--- config.mk ---
export PLATFORM = sky130hd
export DESIGN_NAME = calc_sequencer
export DESIGN_NICKNAME = d
export VERILOG_FILES = /design/src/rtl/calc_pkg.sv /design/src/rtl/calc_sequencer_key_edge.sv /design/src/rtl/calc_sequencer.sv
export SDC_FILE = /design/constraint.sdc
export NUM_CORES = 1
export LEC_CHECK = 0
export CORE_UTILIZATION = 30
export DETAILED_ROUTE_END_ITERATION = 12
export PLACE_DENSITY_LB_ADDON = 0.25
export SLEW_MARGIN = 30
export SYNTH_ARGS = -nofsm -noshare
export SYNTH_HDL_FRONTEND = slang
export SYNTH_SLANG_ARGS = --single-unit
--- constraint.sdc ---
create_clock -name Clock -period 1.3 [get_ports Clock]
set_input_delay 0.13 -clock Clock [delete_from_list [all_inputs] [get_ports Clock]]
set_output_delay 0.13 -clock Clock [all_outputs]
set_load 0.02 [all_outputs]
--- src/rtl/calc_pkg.sv ---
// calc_pkg: shared state encoding and key-index constants for the calculator sequencer.
package calc_pkg;

    typedef enum logic [2:0] {
        IDLE   = 3'd0,
        GOT_A  = 3'd1,
        GOT_OP = 3'd2,
        GOT_B  = 3'd3,
        CALC   = 3'd4,
        SHOW   = 3'd5
    } calc_state_t;

    localparam int KEY_COUNT = 5;
    localparam int KEY_ENTER = 0;
    localparam int KEY_ADD   = 1;
    localparam int KEY_SUB   = 2;
    localparam int KEY_EQ    = 3;
    localparam int KEY_CLEAR = 4;

endpackage

--- src/rtl/calc_sequencer_key_edge.sv ---
// key_edge: vector rising-edge detector; history resets to all-ones so keys held through reset never fire.
module key_edge #(
    parameter int W = 5
) (
    input  logic         clk,
    input  logic         rst,
    input  logic [W-1:0] keys,
    output logic [W-1:0] events
);

    logic [W-1:0] keys_q;

    always_ff @(posedge clk)
        keys_q <= rst ? '1 : keys;

    assign events = keys & ~keys_q;

endmodule

--- src/rtl/calc_sequencer.sv ---
// calc_sequencer: key-driven load/strobe sequencer for the calculator datapath.
// Optional CALC_CHAIN_EN: operator keys in SHOW chain the result back into A.
module calc_sequencer
    import calc_pkg::*;
#(
    parameter int N = 8
) (
    input  logic         Clock,
    input  logic         Reset,
    input  logic [N-1:0] In,
    input  logic         Enter,
    input  logic         OpAdd,
    input  logic         OpSub,
    input  logic         Equals,
    input  logic         ClearKey,
    input  logic [N-1:0] ResultIn,
    input  logic         OvrIn,
    output logic [N-1:0] Data,
    output logic         LoadA,
    output logic         LoadB,
    output logic         LoadR,
    output logic         AddSub,
    output logic         ClearOut,
    output logic         ShowResult,
    output logic         OvrFlag,
    output logic [2:0]   State
);

    calc_state_t          state;
    logic [KEY_COUNT-1:0] ev;
    logic                 clr, eq, sub, add, ent, op;

    key_edge #(.W(KEY_COUNT)) u_key_edge (
        .clk   (Clock),
        .rst   (Reset),
        .keys  ({ClearKey, Equals, OpSub, OpAdd, Enter}),
        .events(ev)
    );

    // Strict priority: only the highest event survives, the rest are dropped.
    assign clr = ev[KEY_CLEAR];
    assign eq  = ev[KEY_EQ]    & ~clr;
    assign sub = ev[KEY_SUB]   & ~clr & ~eq;
    assign add = ev[KEY_ADD]   & ~clr & ~eq & ~sub;
    assign ent = ev[KEY_ENTER] & ~clr & ~eq & ~sub & ~add;
    assign op  = add | sub;

    assign State = state;

`ifndef CALC_CHAIN_EN
    logic unused_result;
    assign unused_result = ^ResultIn;
`endif

    always_ff @(posedge Clock) begin
        if (Reset) begin
            state      <= IDLE;
            Data       <= '0;
            LoadA      <= 1'b0;
            LoadB      <= 1'b0;
            LoadR      <= 1'b0;
            AddSub     <= 1'b0;
            ClearOut   <= 1'b1;
            ShowResult <= 1'b0;
            OvrFlag    <= 1'b0;
        end else begin
            Data     <= In;
            LoadA    <= 1'b0;
            LoadB    <= 1'b0;
            LoadR    <= 1'b0;
            ClearOut <= 1'b0;
            if (clr) begin
                ClearOut   <= 1'b1;
                OvrFlag    <= 1'b0;
                AddSub     <= 1'b0;
                ShowResult <= 1'b0;
                state      <= IDLE;
            end else begin
                case (state)
                    IDLE: if (ent) begin
                        LoadA <= 1'b1;
                        state <= GOT_A;
                    end
                    GOT_A: if (ent) LoadA <= 1'b1;
                    else if (op) begin
                        AddSub <= sub;
                        state  <= GOT_OP;
                    end
                    GOT_OP: if (op) AddSub <= sub;
                    else if (ent) begin
                        LoadB <= 1'b1;
                        state <= GOT_B;
                    end
                    GOT_B: if (eq) begin
                        LoadR <= 1'b1;
                        state <= CALC;
                    end else if (ent) LoadB <= 1'b1;
                    CALC: begin
                        OvrFlag    <= OvrIn;
                        ShowResult <= 1'b1;
                        state      <= SHOW;
                    end
                    SHOW: if (ent) begin
                        LoadA      <= 1'b1;
                        OvrFlag    <= 1'b0;
                        ShowResult <= 1'b0;
                        state      <= GOT_A;
                    end
`ifdef CALC_CHAIN_EN
                    else if (op) begin
                        LoadA      <= 1'b1;
                        Data       <= ResultIn;
                        AddSub     <= sub;
                        OvrFlag    <= 1'b0;
                        ShowResult <= 1'b0;
                        state      <= GOT_OP;
                    end
`endif
                    default: state <= IDLE;
                endcase
            end
        end
    end

endmodule

==> impl_metrics.yaml <==
cells_and_area:
  nNetsFinal: 149
  area_delta_synth_final_pct: 55.0
  layout-drive-gt1-share: 0.242
  final_cell_area_mm2: 0.00128
  postLayoutCoreUtil: 0.504
  fill_cells: 247
  diodes: 0
floorplanning:
  num_io_pins: 42
  rows: 18
  start_util: 0.325
  dieWidth_um: 54.5
  dieArea_mm2: 0.00298
  core-area_mm2: 0.00254
  fp.dieH_um: 54.5
global_routing:
  grt_pass1_wl_mm: 2.60
  grt.met1_usage: 0.148
  antenna_found_initial: 0
  top_usage_layer: "met2"
  overflow: 0
  use_met3: 0.0250
  track_usage: 0.125
  grt_pass1_vias: 592
  grt_util_met2: 0.211
  grt_max_degree: 14
worst_setup_path:
  critPathLaunchType: "register"
  r2r_slack_ns: -0.17
  crit_fanout: 3
  required_ns: 1.55
  crit_arrival_ns: 1.73
  cp_slowest_cell: "or4_4"
  crit_path_end_kind: "register"
  cpPeakStageDelay_ns: 0.55
  critical_path_class: "reg2reg"
  path_cells: "nor2b_4 > or4_4 > a2111o_1 > o21ai_2"
  path_buf_inv: 0
  crit_family: "simple AND/OR/NAND/NOR gates"
detailed_routing:
  first_pass_iters: 2
  detail-route-antenna-nets: 0
  avgViaCountPerCell: 4.53
  drt_wl_total_mm: 1.61
  vias: 698
  drc_errors: 0
  wl_per_cell_um: 10.4
  drt-initial-drc-count: 2
logic_synthesis:
  synth.avg_cell_area_um2: 10.4
  yosysTopAreaCell: "dfxtp_1"
  synth_top_area_share: 0.556
  ys_seq_area_frac: 0.556
  synth_cells: 80
  syn-cell-area_um2: 828
  ys_top_cells_by_area: "dfxtp_1 (56%), nor2b_1 (9.8%), or2_2 (4.5%), nor2_1 (2.3%), nor4b_2 (1.8%)"
  ys_types: 28
  ys_ff_latch: 23
  syn_nets: 104
  yosysWarnings: 0
place:
  routabilityCongestion: 0.785
  hpwl_mm: 1.16
  placed_area_mm2: 0.00124
  port_buffers: 33
clock_network:
  clkSlewWorstSetupHoldPaths_ns: 0.12
  clockRootBuffer: "clkbuf_4"
  numCtsBuffers: 3
  clkLatencyLatePin_ns: 0.30
  hold_buffers: 0
  clock_path_buffers: 2
  htreeDepth: 1
  numClockSinks: 23
  cts_tree: "yes"
job:
  cap_violations: 0
sta:
  max_freq_mhz: 678
  fin_worst_skew_ns: 0.00234
  setup_viol: 5
  period_needed_ns: 1.47
  worst_slew_pin_slew_ns: 0.301
  slew_headroom: 0.794
  drv_slew: 0
  grt_setup_unrepaired: "true"
  fin_tns_setup_ns: -0.360
  period_share: 1.13
  hold_ws_ns: 0.357
  worst_slack_ns: -0.175
  finalHoldViolCount: 0
run_status:
  status: "finished, violations left"
  failed_checks: "negative setup slack"
hold_path:
  hp-class: "in2reg"
pwr:
  powerDensity_mw_per_mm2: 965
  p_leak_nw: 0.589
  vdd_ir_drop_max_mv: 0.723
[what timing repair did]
item	CTS	global route
cloned	0	0
setup endpoints to repair	23	7
resized for setup	18	4
pin swaps	2	1
buffers inserted	1	2
[cell families (layout without fill, tap and decap cells)]
family                 count (synthesis)  in the layout  share of synthesized area
buffers and inverters                  5             49                     0.0242
multiplexers                           1              1                     0.0121
AO/OA/AOI/OAI                         13             13                      0.112
XOR/XNOR                               1              1                     0.0106
AND/OR/NAND/NOR                       37             37                      0.286
flip-flops                            23             23                      0.556
[worst register-to-register path, stage by stage (launching register included)]
cell      delay [ns]
dfxtp_2         0.37
nor2b_4         0.04
or4_4           0.55
a2111o_1        0.40
o21ai_2         0.06
[power by group]
part           internal, W  total (W)  switching, W
sequential        0.000731   0.000738    0.00000741
combinational     0.000102   0.000176     0.0000740
clock             0.000115   0.000325      0.000210
total             0.000947    0.00124      0.000291
[sequential cells by signal, indices dropped and copies added, names as in the netlist]
register and flops:
ClearOut 1, ShowResult 1, u_key_edge.keys_q 5, LoadA 1
Data 8, AddSub 1, LoadR 1, LoadB 1
State 3, OvrFlag 1
[cells in the final DEF, fill, tap and decap left out]
cell type        count
dfxtp_1             22
dlygate4sd2_1       18
clkdlybuf4s50_1     15
nor2b_1             13
buf_4               11
or2_2                6
nor2_1               3
nand2_1              3
clkbuf_4             3
nor2_4               2
a31oi_1              2
nand2b_1             2
o21ai_0              2
o211ai_1             2
a21oi_1              2
nor2b_4              1
inv_2                1
or2b_1               1
a2111oi_0            1
a211o_1              1
or4_4                1
a2111o_1             1
o21ai_2              1
nor2_2               1
nor4b_2              1
and3_1               1
and4_1               1
xor2_1               1
nand4_1              1
mux2i_1              1
a22oi_1              1
clkinv_2             1
dfxtp_2              1
[area by class of cell]
type                    instances  area (µm²)  area share
well taps                      30        37.5      0.0292
clock buffers                   3        22.5      0.0175
multi-input cells              52         363       0.283
clock inverters                 1        5.00     0.00390
flip-flops and latches         23         462       0.360
repair buffers                 44         390       0.304
inverters                       1        3.75     0.00292
[worst paths after layout]
path	from	depth (start not counted)	end
worst min register to register	AddSub	2	AddSub
worst max register to register	u_key_edge.keys_q[4]	4	State[0]
worst min-delay path	In[1]	2	Data[1]
worst max-delay path	u_key_edge.keys_q[4]	4	State[0]
[cells in the mapped netlist]
cell,instances
a2111oi_0,1
dfxtp_1,23
or2_2,6
nor4b_2,1
nand4_1,1
and3_1,1
mux2i_1,1
or2b_1,1
o211ai_1,2
o21ai_2,1
clkbuf_1,3
nor2_1,5
and4_1,1
nand2b_1,2
a31oi_1,2
nor2b_1,13
inv_2,1
o21ai_0,2
a22oi_1,1
clkbuf_2,1
nor2_2,1
a2111o_1,1
nand2_1,3
xor2_1,1
a211o_1,1
a21oi_1,2
nor2b_4,1
or4_4,1
[metrics by stage]
step / std cells / setup WS, ns / total power [W]
after floorplan: 80 / -0.0944 / 0.000829
after global placement: 147 / -0.440 / 0.000931
after detailed placement: 147 / -0.475 / 0.000933
after CTS: 152 / -0.167 / 0.00125
after global routing: 154 / -0.233 / 0.00131
final: 154 / -0.175 / 0.00124
[metal layers]
layer  up-vias  part of all wire  wire (µm)
met5         -                 0          0
met4         0            0.0062         10
met3         2             0.052         83
met2        23              0.47        759
met1       316              0.47        753
li1        357                 -          -
No activity file was read; power rests on OpenSTA's default activity.
